File: config.mk
export PLATFORM = sky130hd
export DESIGN_NAME = fcmd_rx_decoder
export DESIGN_NICKNAME = d
export VERILOG_FILES = /design/src/rtl/fcmd_rx_decoder.sv
export SDC_FILE = /design/constraint.sdc
export NUM_CORES = 1
export LEC_CHECK = 0
export BUFFER_PORTS_ARGS = -buffer_cell sky130_fd_sc_hd__buf_2
export CORE_ASPECT_RATIO = 1.75
export CORE_MARGIN = 4
export CORE_UTILIZATION = 55
export DETAILED_ROUTE_END_ITERATION = 6
export PLACE_DENSITY = 0.79
export SKIP_CTS_REPAIR_TIMING = 1
export SYNTH_ARGS = -nofsm -noshare
export SYNTH_HDL_FRONTEND = slang
export SYNTH_SLANG_ARGS = --single-unit
File: constraint.sdc
create_clock -name DCLK_1 -period 6.33 [get_ports DCLK_1]
set_input_delay 1.266 -clock DCLK_1 [delete_from_list [all_inputs] [get_ports DCLK_1]]
set_output_delay 1.266 -clock DCLK_1 [all_outputs]
set_load 0.02 [all_outputs]
File: src/rtl/fcmd_rx_decoder.sv
// fcmd_rx_decoder
// Receive side of the off-chip fast-command link into the DTU. One command
// bit arrives per DCLK_1 cycle, MSB of each 8-bit word first. The block finds
// word alignment from the IDLE codeword (8'h5A) and declares lock after
// LOCK_CNT aligned IDLE words in a row. Once locked, it turns each aligned
// command word into a one-cycle cmd_valid strobe with a 3-bit cmd_code.
// Invalid words are counted in a saturating err_cnt. ERR_LIMIT invalid words
// in a row drop the link back to HUNT.
//
// Build option FCMD_TMR_EN: the control state (FSM state, bit_cnt,
// match_cnt, consec_err) is kept in three copies. Every copy reloads from the
// 2-of-3 voted next state, so a single upset copy is repaired on the next
// edge and the outputs do not change. The extra output tmr_err pulses for one
// cycle whenever the copies disagree. Without the macro there is one copy and
// no tmr_err port. The decoder behaves the same in both builds.
module fcmd_rx_decoder #(
  parameter int LOCK_CNT  = 4,   // aligned IDLE words needed for lock (2..15)
  parameter int ERR_LIMIT = 3,   // consecutive invalid words that break lock (1..15)
  parameter int ERR_W     = 8    // width of the saturating error counter
) (
  input  logic             DCLK_1,
  input  logic             RST,
  input  logic             fcmd_in,
  input  logic             err_clr,
  output logic             locked,
  output logic             cmd_valid,
  output logic [2:0]       cmd_code,
  output logic [ERR_W-1:0] err_cnt
`ifdef FCMD_TMR_EN
  ,
  output logic             tmr_err
`endif
);

  // Codewords on the link
  localparam logic [7:0] IDLE_W       = 8'h5A;
  localparam logic [7:0] BC0_W        = 8'h33;
  localparam logic [7:0] RESYNC_W     = 8'h66;
  localparam logic [7:0] TEST_PULSE_W = 8'h99;
  localparam logic [7:0] ADC_CAL_W    = 8'hCC;
  localparam logic [7:0] DTU_SYNC_W   = 8'hA5;

  localparam logic [3:0]       LOCK_CNT_C  = 4'(LOCK_CNT);
  localparam logic [3:0]       ERR_LIMIT_C = 4'(ERR_LIMIT);
  localparam logic [ERR_W-1:0] ERR_MAX     = '1;

  // HUNT must encode as zero: a cleared state vector means "hunting".
  typedef enum logic [1:0] {
    HUNT   = 2'd0,
    ALIGN  = 2'd1,
    LOCKED = 2'd2
  } state_t;

  // Packed control-state vector: {state[1:0], bit_cnt[2:0], match_cnt[3:0], consec_err[3:0]}
  localparam int ST_W = 13;

`ifdef FCMD_TMR_EN
  localparam int NCOPY = 3;
`else
  localparam int NCOPY = 1;
`endif

  // Serial input shift register
  logic [7:0]      sr_reg;

  // Control state: stored copies, voted view and next value
  logic [ST_W-1:0] copy_q [NCOPY];
  logic [ST_W-1:0] st_vote;
  logic [ST_W-1:0] st_next;

  state_t          state_v;
  state_t          state_next;
  logic [2:0]      bit_cnt_v;
  logic [2:0]      bit_cnt_next;
  logic [3:0]      match_cnt_v;
  logic [3:0]      match_cnt_next;
  logic [3:0]      consec_err_v;
  logic [3:0]      consec_err_next;

  // Word decode
  logic            boundary;
  logic            is_idle;
  logic            is_cmd;
  logic [2:0]      dec_code;

  // Registered outputs and their next values
  logic            cmd_valid_next;
  logic [2:0]      cmd_code_next;
  logic            err_inc;
  logic            cmd_valid_reg;
  logic [2:0]      cmd_code_reg;
  logic [ERR_W-1:0] err_cnt_reg;

  // Shift every bit in, whatever the FSM state, so HUNT can test every bit offset
  always_ff @(posedge DCLK_1) begin
    if (RST) begin
      sr_reg <= '0;
    end else begin
      sr_reg <= {sr_reg[6:0], fcmd_in};
    end
  end

  // Classify the current shift-register contents as IDLE, a command, or invalid
  always_comb begin
    is_idle  = (sr_reg == IDLE_W);
    is_cmd   = 1'b1;
    dec_code = 3'd0;
    case (sr_reg)
      BC0_W:        dec_code = 3'd1;
      RESYNC_W:     dec_code = 3'd2;
      TEST_PULSE_W: dec_code = 3'd3;
      ADC_CAL_W:    dec_code = 3'd4;
      DTU_SYNC_W:   dec_code = 3'd5;
      default:      is_cmd   = 1'b0;
    endcase
  end

  // Control-state copies. Each copy reloads from the same voted next state,
  // so one copy that disagrees is overwritten on the following edge.
  genvar gi;
  for (gi = 0; gi < NCOPY; gi++) begin : g_copy
    logic [ST_W-1:0] st_reg;

    // State register for this copy
    always_ff @(posedge DCLK_1) begin
      if (RST) begin
        st_reg <= '0;
      end else begin
        st_reg <= st_next;
      end
    end

    assign copy_q[gi] = st_reg;
  end

`ifdef FCMD_TMR_EN
  logic tmr_err_reg;

  // Bitwise 2-of-3 majority over the three copies
  always_comb begin
    st_vote = (copy_q[0] & copy_q[1]) | (copy_q[0] & copy_q[2]) | (copy_q[1] & copy_q[2]);
  end

  // Flag any disagreement between copies for one cycle
  always_ff @(posedge DCLK_1) begin
    if (RST) begin
      tmr_err_reg <= 1'b0;
    end else begin
      tmr_err_reg <= (copy_q[0] != copy_q[1]) || (copy_q[0] != copy_q[2]);
    end
  end

  assign tmr_err = tmr_err_reg;
`else
  assign st_vote = copy_q[0];
`endif

  // Split the voted vector into fields and pack the next state
  assign state_v      = state_t'(st_vote[12:11]);
  assign bit_cnt_v    = st_vote[10:8];
  assign match_cnt_v  = st_vote[7:4];
  assign consec_err_v = st_vote[3:0];
  assign st_next      = {state_next, bit_cnt_next, match_cnt_next, consec_err_next};

  // A boundary cycle is the one where the shift register holds a full aligned word
  assign boundary = (bit_cnt_v == 3'd7);

  // Next-state logic: alignment search, lock qualification and loss of lock
  always_comb begin
    state_next      = state_v;
    bit_cnt_next    = bit_cnt_v + 3'd1;
    match_cnt_next  = match_cnt_v;
    consec_err_next = consec_err_v;
    case (state_v)
      HUNT: begin
        // Any bit offset may be the word boundary here
        if (is_idle) begin
          state_next     = ALIGN;
          bit_cnt_next   = 3'd0;
          match_cnt_next = 4'd1;
        end
      end
      ALIGN: begin
        if (boundary) begin
          if (is_idle) begin
            match_cnt_next = match_cnt_v + 4'd1;
            if (match_cnt_v + 4'd1 == LOCK_CNT_C) begin
              state_next      = LOCKED;
              consec_err_next = 4'd0;
            end
          end else begin
            // Commands count as a failed alignment too
            state_next = HUNT;
          end
        end
      end
      LOCKED: begin
        if (boundary) begin
          if (is_idle || is_cmd) begin
            consec_err_next = 4'd0;
          end else if (consec_err_v + 4'd1 == ERR_LIMIT_C) begin
            state_next      = HUNT;
            consec_err_next = 4'd0;
          end else begin
            consec_err_next = consec_err_v + 4'd1;
          end
        end
      end
      default: begin
        // Unreachable encoding: fall back to searching for alignment
        state_next      = HUNT;
        match_cnt_next  = 4'd0;
        consec_err_next = 4'd0;
      end
    endcase
  end

  // Output decode: command strobe and error increment, only on locked boundaries
  always_comb begin
    cmd_valid_next = 1'b0;
    cmd_code_next  = 3'd0;
    err_inc        = 1'b0;
    if (state_v == LOCKED && boundary) begin
      if (is_cmd) begin
        cmd_valid_next = 1'b1;
        cmd_code_next  = dec_code;
      end else if (!is_idle) begin
        err_inc = 1'b1;
      end
    end
  end

  // Register the strobe so it lands one edge after the word's last bit
  always_ff @(posedge DCLK_1) begin
    if (RST) begin
      cmd_valid_reg <= 1'b0;
      cmd_code_reg  <= 3'd0;
    end else begin
      cmd_valid_reg <= cmd_valid_next;
      cmd_code_reg  <= cmd_code_next;
    end
  end

  // Saturating invalid-word counter. A clear beats a simultaneous increment,
  // and loss of lock leaves the count alone.
  always_ff @(posedge DCLK_1) begin
    if (RST || err_clr) begin
      err_cnt_reg <= '0;
    end else if (err_inc && err_cnt_reg != ERR_MAX) begin
      err_cnt_reg <= err_cnt_reg + 1'b1;
    end
  end

  assign locked    = (state_v == LOCKED);
  assign cmd_valid = cmd_valid_reg;
  assign cmd_code  = cmd_code_reg;
  assign err_cnt   = err_cnt_reg;

endmodule

# ---- Word level (Yosys, flattened, before mapping)
# Cells that the tools add are included.
dict set report word_totals {
  regBits 33
  inputBits 4
  output_inout_bits 13
}
dict set report op_classes {
  addsub 4
  n_eq_ne 20
  mux 27
  bitwise_logic 4
  n_reduce_logical 11
}
# operator n
set ops {}
lappend ops {{$mux W4} 9}
lappend ops {{$eq A8 B8 Y1 const B} 3}
lappend ops {{$pmux W4 S3} 2}
lappend ops {{$eq A8 B7 Y1 const B} 2}
lappend ops {{$pmux W3 S5} 1}
lappend ops {{$mux W2} 7}
lappend ops {{$ne A2 B2 Y1 const B} 5}
lappend ops {{$add A4 B1 Y4 const B} 2}
lappend ops {{$add A8 B1 Y8 const B} 1}
lappend ops {{$eq A8 B6 Y1 const B} 1}
lappend ops {{$ne A8 B8 Y1 const B} 1}
lappend ops {{$mux W3} 2}
lappend ops {{$pmux W2 S3} 1}
lappend ops {{$reduce_and A6 Y1} 1}
lappend ops {{$mux W1} 5}
lappend ops {{$reduce_and A5 Y1} 1}
lappend ops {{$reduce_or A5 Y1} 1}
lappend ops {{$eq A4 B2 Y1 const B} 1}
lappend ops {{$eq A4 B3 Y1 const B} 1}
lappend ops {{$ne A2 B1 Y1 const B} 2}
lappend ops {{$not A1 Y1} 4}
lappend ops {{$reduce_and A4 Y1} 1}
lappend ops {{$add A3 B1 Y3 const B} 1}
lappend ops {{$eq A3 B3 Y1 const B} 1}
lappend ops {{8 further kinds} 10}

# ---- Longest topological paths before layout
dict set report depth {
  depth_word 7
  depth_mapped 9
}

# ---- Worst setup path before layout
# OpenSTA, ideal clock, no wires.
dict set report synth_path {
  path_type {flip-flop to output port}
  from {register g_copy[0].st_reg[11] (netlist: copy_q[11])}
  to {output port locked}
  arrival_ns 0.862
  t_required_ns 5.064
  path_slack_ns 4.202
  stages_incl_launch_ff 4
  path_cell_list {dfxtp_1 -> nand2b_1 -> clkbuf_1 -> inv_1}
}
dict set report synth_via {
  elab_chain_cells 1
}
# element line
set synth_rtl {}
lappend synth_rtl {{start: declaration} 122} ;# logic [ST_W-1:0] st_reg;
lappend synth_rtl {{start signal: assignment} 129} ;# st_reg <= st_next;
lappend synth_rtl {{$eq A2 B2 Y1} 254} ;# assign locked = (state_v == LOCKED);
lappend synth_rtl {{end: declaration} 25} ;# output logic locked,
# No other way between the ends.

# ---- Worst setup path in the final report
# Ends and elaborated chain as after synthesis.

==> results.yml <==
synthesis:
  synth.distinct_cells: 54
  synth_edf_count: 0
  syn_area_um2: 1730
  synth-xor-area-share: 0.0152
  ys_warn_count: 0
  synthAdderAreaFrac: 0.0507
  synth-simple-area-share: 0.333
  synthFlopType: "dfxtp_1"
  synth-async-reset-ratio: 0
  synth_compound_area_frac: 0.177
  ys_seq_area_frac: 0.382
  avgSynthCellArea_um2: 9.34
  synth_mux_area_frac: 0.0116
  synth_top_family_by_area: "simple AND/OR/NAND/NOR gates"
  netlist_instances: 185
  synth.net_count: 196
  synth_seq_cells: 33
clock_tree:
  htree_levels: 2
  path_clk_slew_ns: 0.06
  numCtsBuffers: 5
  clock-sinks: 33
  cts_tree: "yes"
  cts_buffer_depth: 2
  cts_root_buffer: "clkbuf_8"
  clock_latency_ns: 0.28
global_route:
  antenna_found_initial: 0
  grt_max_degree: 26
  grt.overflow.total: 0
  grt_pass1_wl_um: 6140
  grt_usage: 0.193
  grt_pass1_vias: 1455
critical_path:
  ff2ff_setup_slack_ns: 3.94
  end_kind: "output pin"
  crit_start: "copy_q[11]$_SDFFE_PP0P_"
  cp-endpoint: "locked"
  worstPathRequired_ns: 5.06
  critical_path_arrival_ns: 1.28
  reg2reg_to: "err_cnt[6]$_SDFFE_PP0P_"
  rr_startpoint: "copy_q[8]$_SDFF_PP0_"
  startpoint_type: "flop"
  worst-path-max-fanout: 8
  rr_worst_depth: 7
  critPathKind: "reg -> out"
routing:
  remaining_drc_errors: 0
  totalWireLength_um: 3450
  vias: 1445
  firstDrtPassIters: 4
  via_per_inst: 5.90
  drtIter0Drc: 16
  ant_nets: 0
  routedWlPerCell_um: 14.1
finish:
  final_cells: 245
  regArea_um2: 661
  layout_commonest_cell: "dfxtp_1"
  syn_to_final_growth_pct: 10.7
  num-fill-cells: 257
  multiInputGateArea_um2: 1010
  fin_nets: 213
  largest_reg_flops: 13
  diodes: 0
  mostFrequentLayoutCells: "dfxtp_1, nor2_1, buf_2, nand2_1"
  layout-drive-gt1-share: 0.192
pwr:
  peakVddDrop_mv: 0.190
  power_density_nw_per_um2: 194
  total_power_mw: 0.371
  p_leak_nw: 0.790
sta:
  hold_viol: 0
  drv_slew: 0
  min_period_over_period: 0.402
  tns_ns: 0
  timing.fmax_mhz: 393
  fin_hold_ws_ns: 0.420
  skew_ns: 0.00393
  period_minus_slack_ns: 2.54
  maxSlewHeadroom: 0.446
  rsz0062_at_grt: "no"
  worst_slew_pin_slew_ns: 0.826
  finalSetupViolations: 0
placed_design:
  dp_cells: 237
  dpl.hpwl_um: 2680
  gp_congestion: 0.800
  io_buffers: 16
floorplanning:
  design.core.area_um2: 2960
  die_area_um2: 4140
  die_w_um: 50.4
  top_level_ports: 17
  start_util: 0.584
  die_y_um: 82.2
  core.rowCount: 26
hold_path:
  hold_path.class: "reg -> reg"
status:
  status: "completed"
run:
  maxCapViolCount: 0
==> layout make-up <==
type / instances / share of cell area
timing repair buffer: 16 / 0.0419
clock inverter: 2 / 0.00523
sequential: 33 / 0.345
multi-input combinational: 140 / 0.530
tap: 42 / 0.0275
clock buffer: 6 / 0.0379
inverter: 6 / 0.0118
==> kinds of logic (layout without fill, tap and decap cells) <==
group,count (synthesis),count (layout)
multiplexers,2,2
adder cells (fa/ha/maj),7,7
AND/OR/NAND/NOR,86,86
buffers and inverters,12,30
XOR/XNOR,3,3
flip-flops,33,33
AO/OA/AOI/OAI,42,42
==> per-stage QoR <==
stage	setup WS, ns	utilization	instance area, µm²
floorplan	4.20	-	1730
global placement	3.99	0.618	1830
detailed placement	3.94	0.618	1830
CTS	3.78	0.646	1910
global route	3.67	0.646	1910
finish	3.79	0.646	1910
==> synthesized netlist by cell type (2+ instances only) <==
cell type	n	area, µm²
nor2b_1	12	75.1
o21ai_0	4	20.0
o31ai_1	2	15.0
inv_1	6	22.5
nor3_1	5	25.0
and2_1	4	25.0
clkbuf_1	4	15.0
or4bb_1	2	22.5
and4bb_2	3	37.5
a31o_2	2	17.5
a41o_1	2	20.0
nor4_4	2	42.5
and4bb_1	4	50.1
o21a_1	3	22.5
a31oi_1	2	12.5
nand2b_1	4	25.0
o211ai_1	2	15.0
a21oi_1	12	60.1
dfxtp_1	33	661
and3_1	3	18.8
mux2i_1	2	20.0
nand3_1	3	15.0
xnor2_1	2	17.5
ha_1	7	87.6
nand2_1	14	52.6
a31o_1	2	17.5
nor2_1	17	63.8
==> worst max-delay path, stage by stage (launching register included) <==
cell	delay (ns)
dfxtp_1	0.45
nand2b_1	0.32
inv_1	0.07
buf_2	0.16
==> layer usage <==
layer	routed length [µm]	vias to the layer above	track usage
met2	1920	25	0.376
met5	0	-	0
met4	93	0	0.113
met1	1340	696	0.181
met3	103	9	0.0377
li1	-	715	-
==> worst min path at each step <==
stage | slack [ns] | startpoint | cells after the start | end
5_1_grt | 0.46 | copy_q[8]$_SDFF_PP0_ | 1 | copy_q[8]$_SDFF_PP0_
6_report | 0.42 | copy_q[8]$_SDFF_PP0_ | 1 | copy_q[8]$_SDFF_PP0_
3_3_place_gp | 0.41 | copy_q[8]$_SDFF_PP0_ | 1 | copy_q[8]$_SDFF_PP0_
3_5_place_dp | 0.42 | copy_q[8]$_SDFF_PP0_ | 1 | copy_q[8]$_SDFF_PP0_
4_1_cts | 0.43 | copy_q[8]$_SDFF_PP0_ | 1 | copy_q[8]$_SDFF_PP0_
2_1_floorplan | 0.40 | copy_q[8]$_SDFF_PP0_ | 1 | copy_q[8]$_SDFF_PP0_
==> report_power, final <==
part / leakage [nW] / switching, mW / internal (mW) / total (mW)
logic: 0.478 / 0.00534 / 0.00382 / 0.00916
registers: 0.267 / 0.00183 / 0.210 / 0.212
clock network: 0.0450 / 0.0741 / 0.0760 / 0.150
total: 0.790 / 0.0813 / 0.290 / 0.371
(Power assumes the default switching activity.)
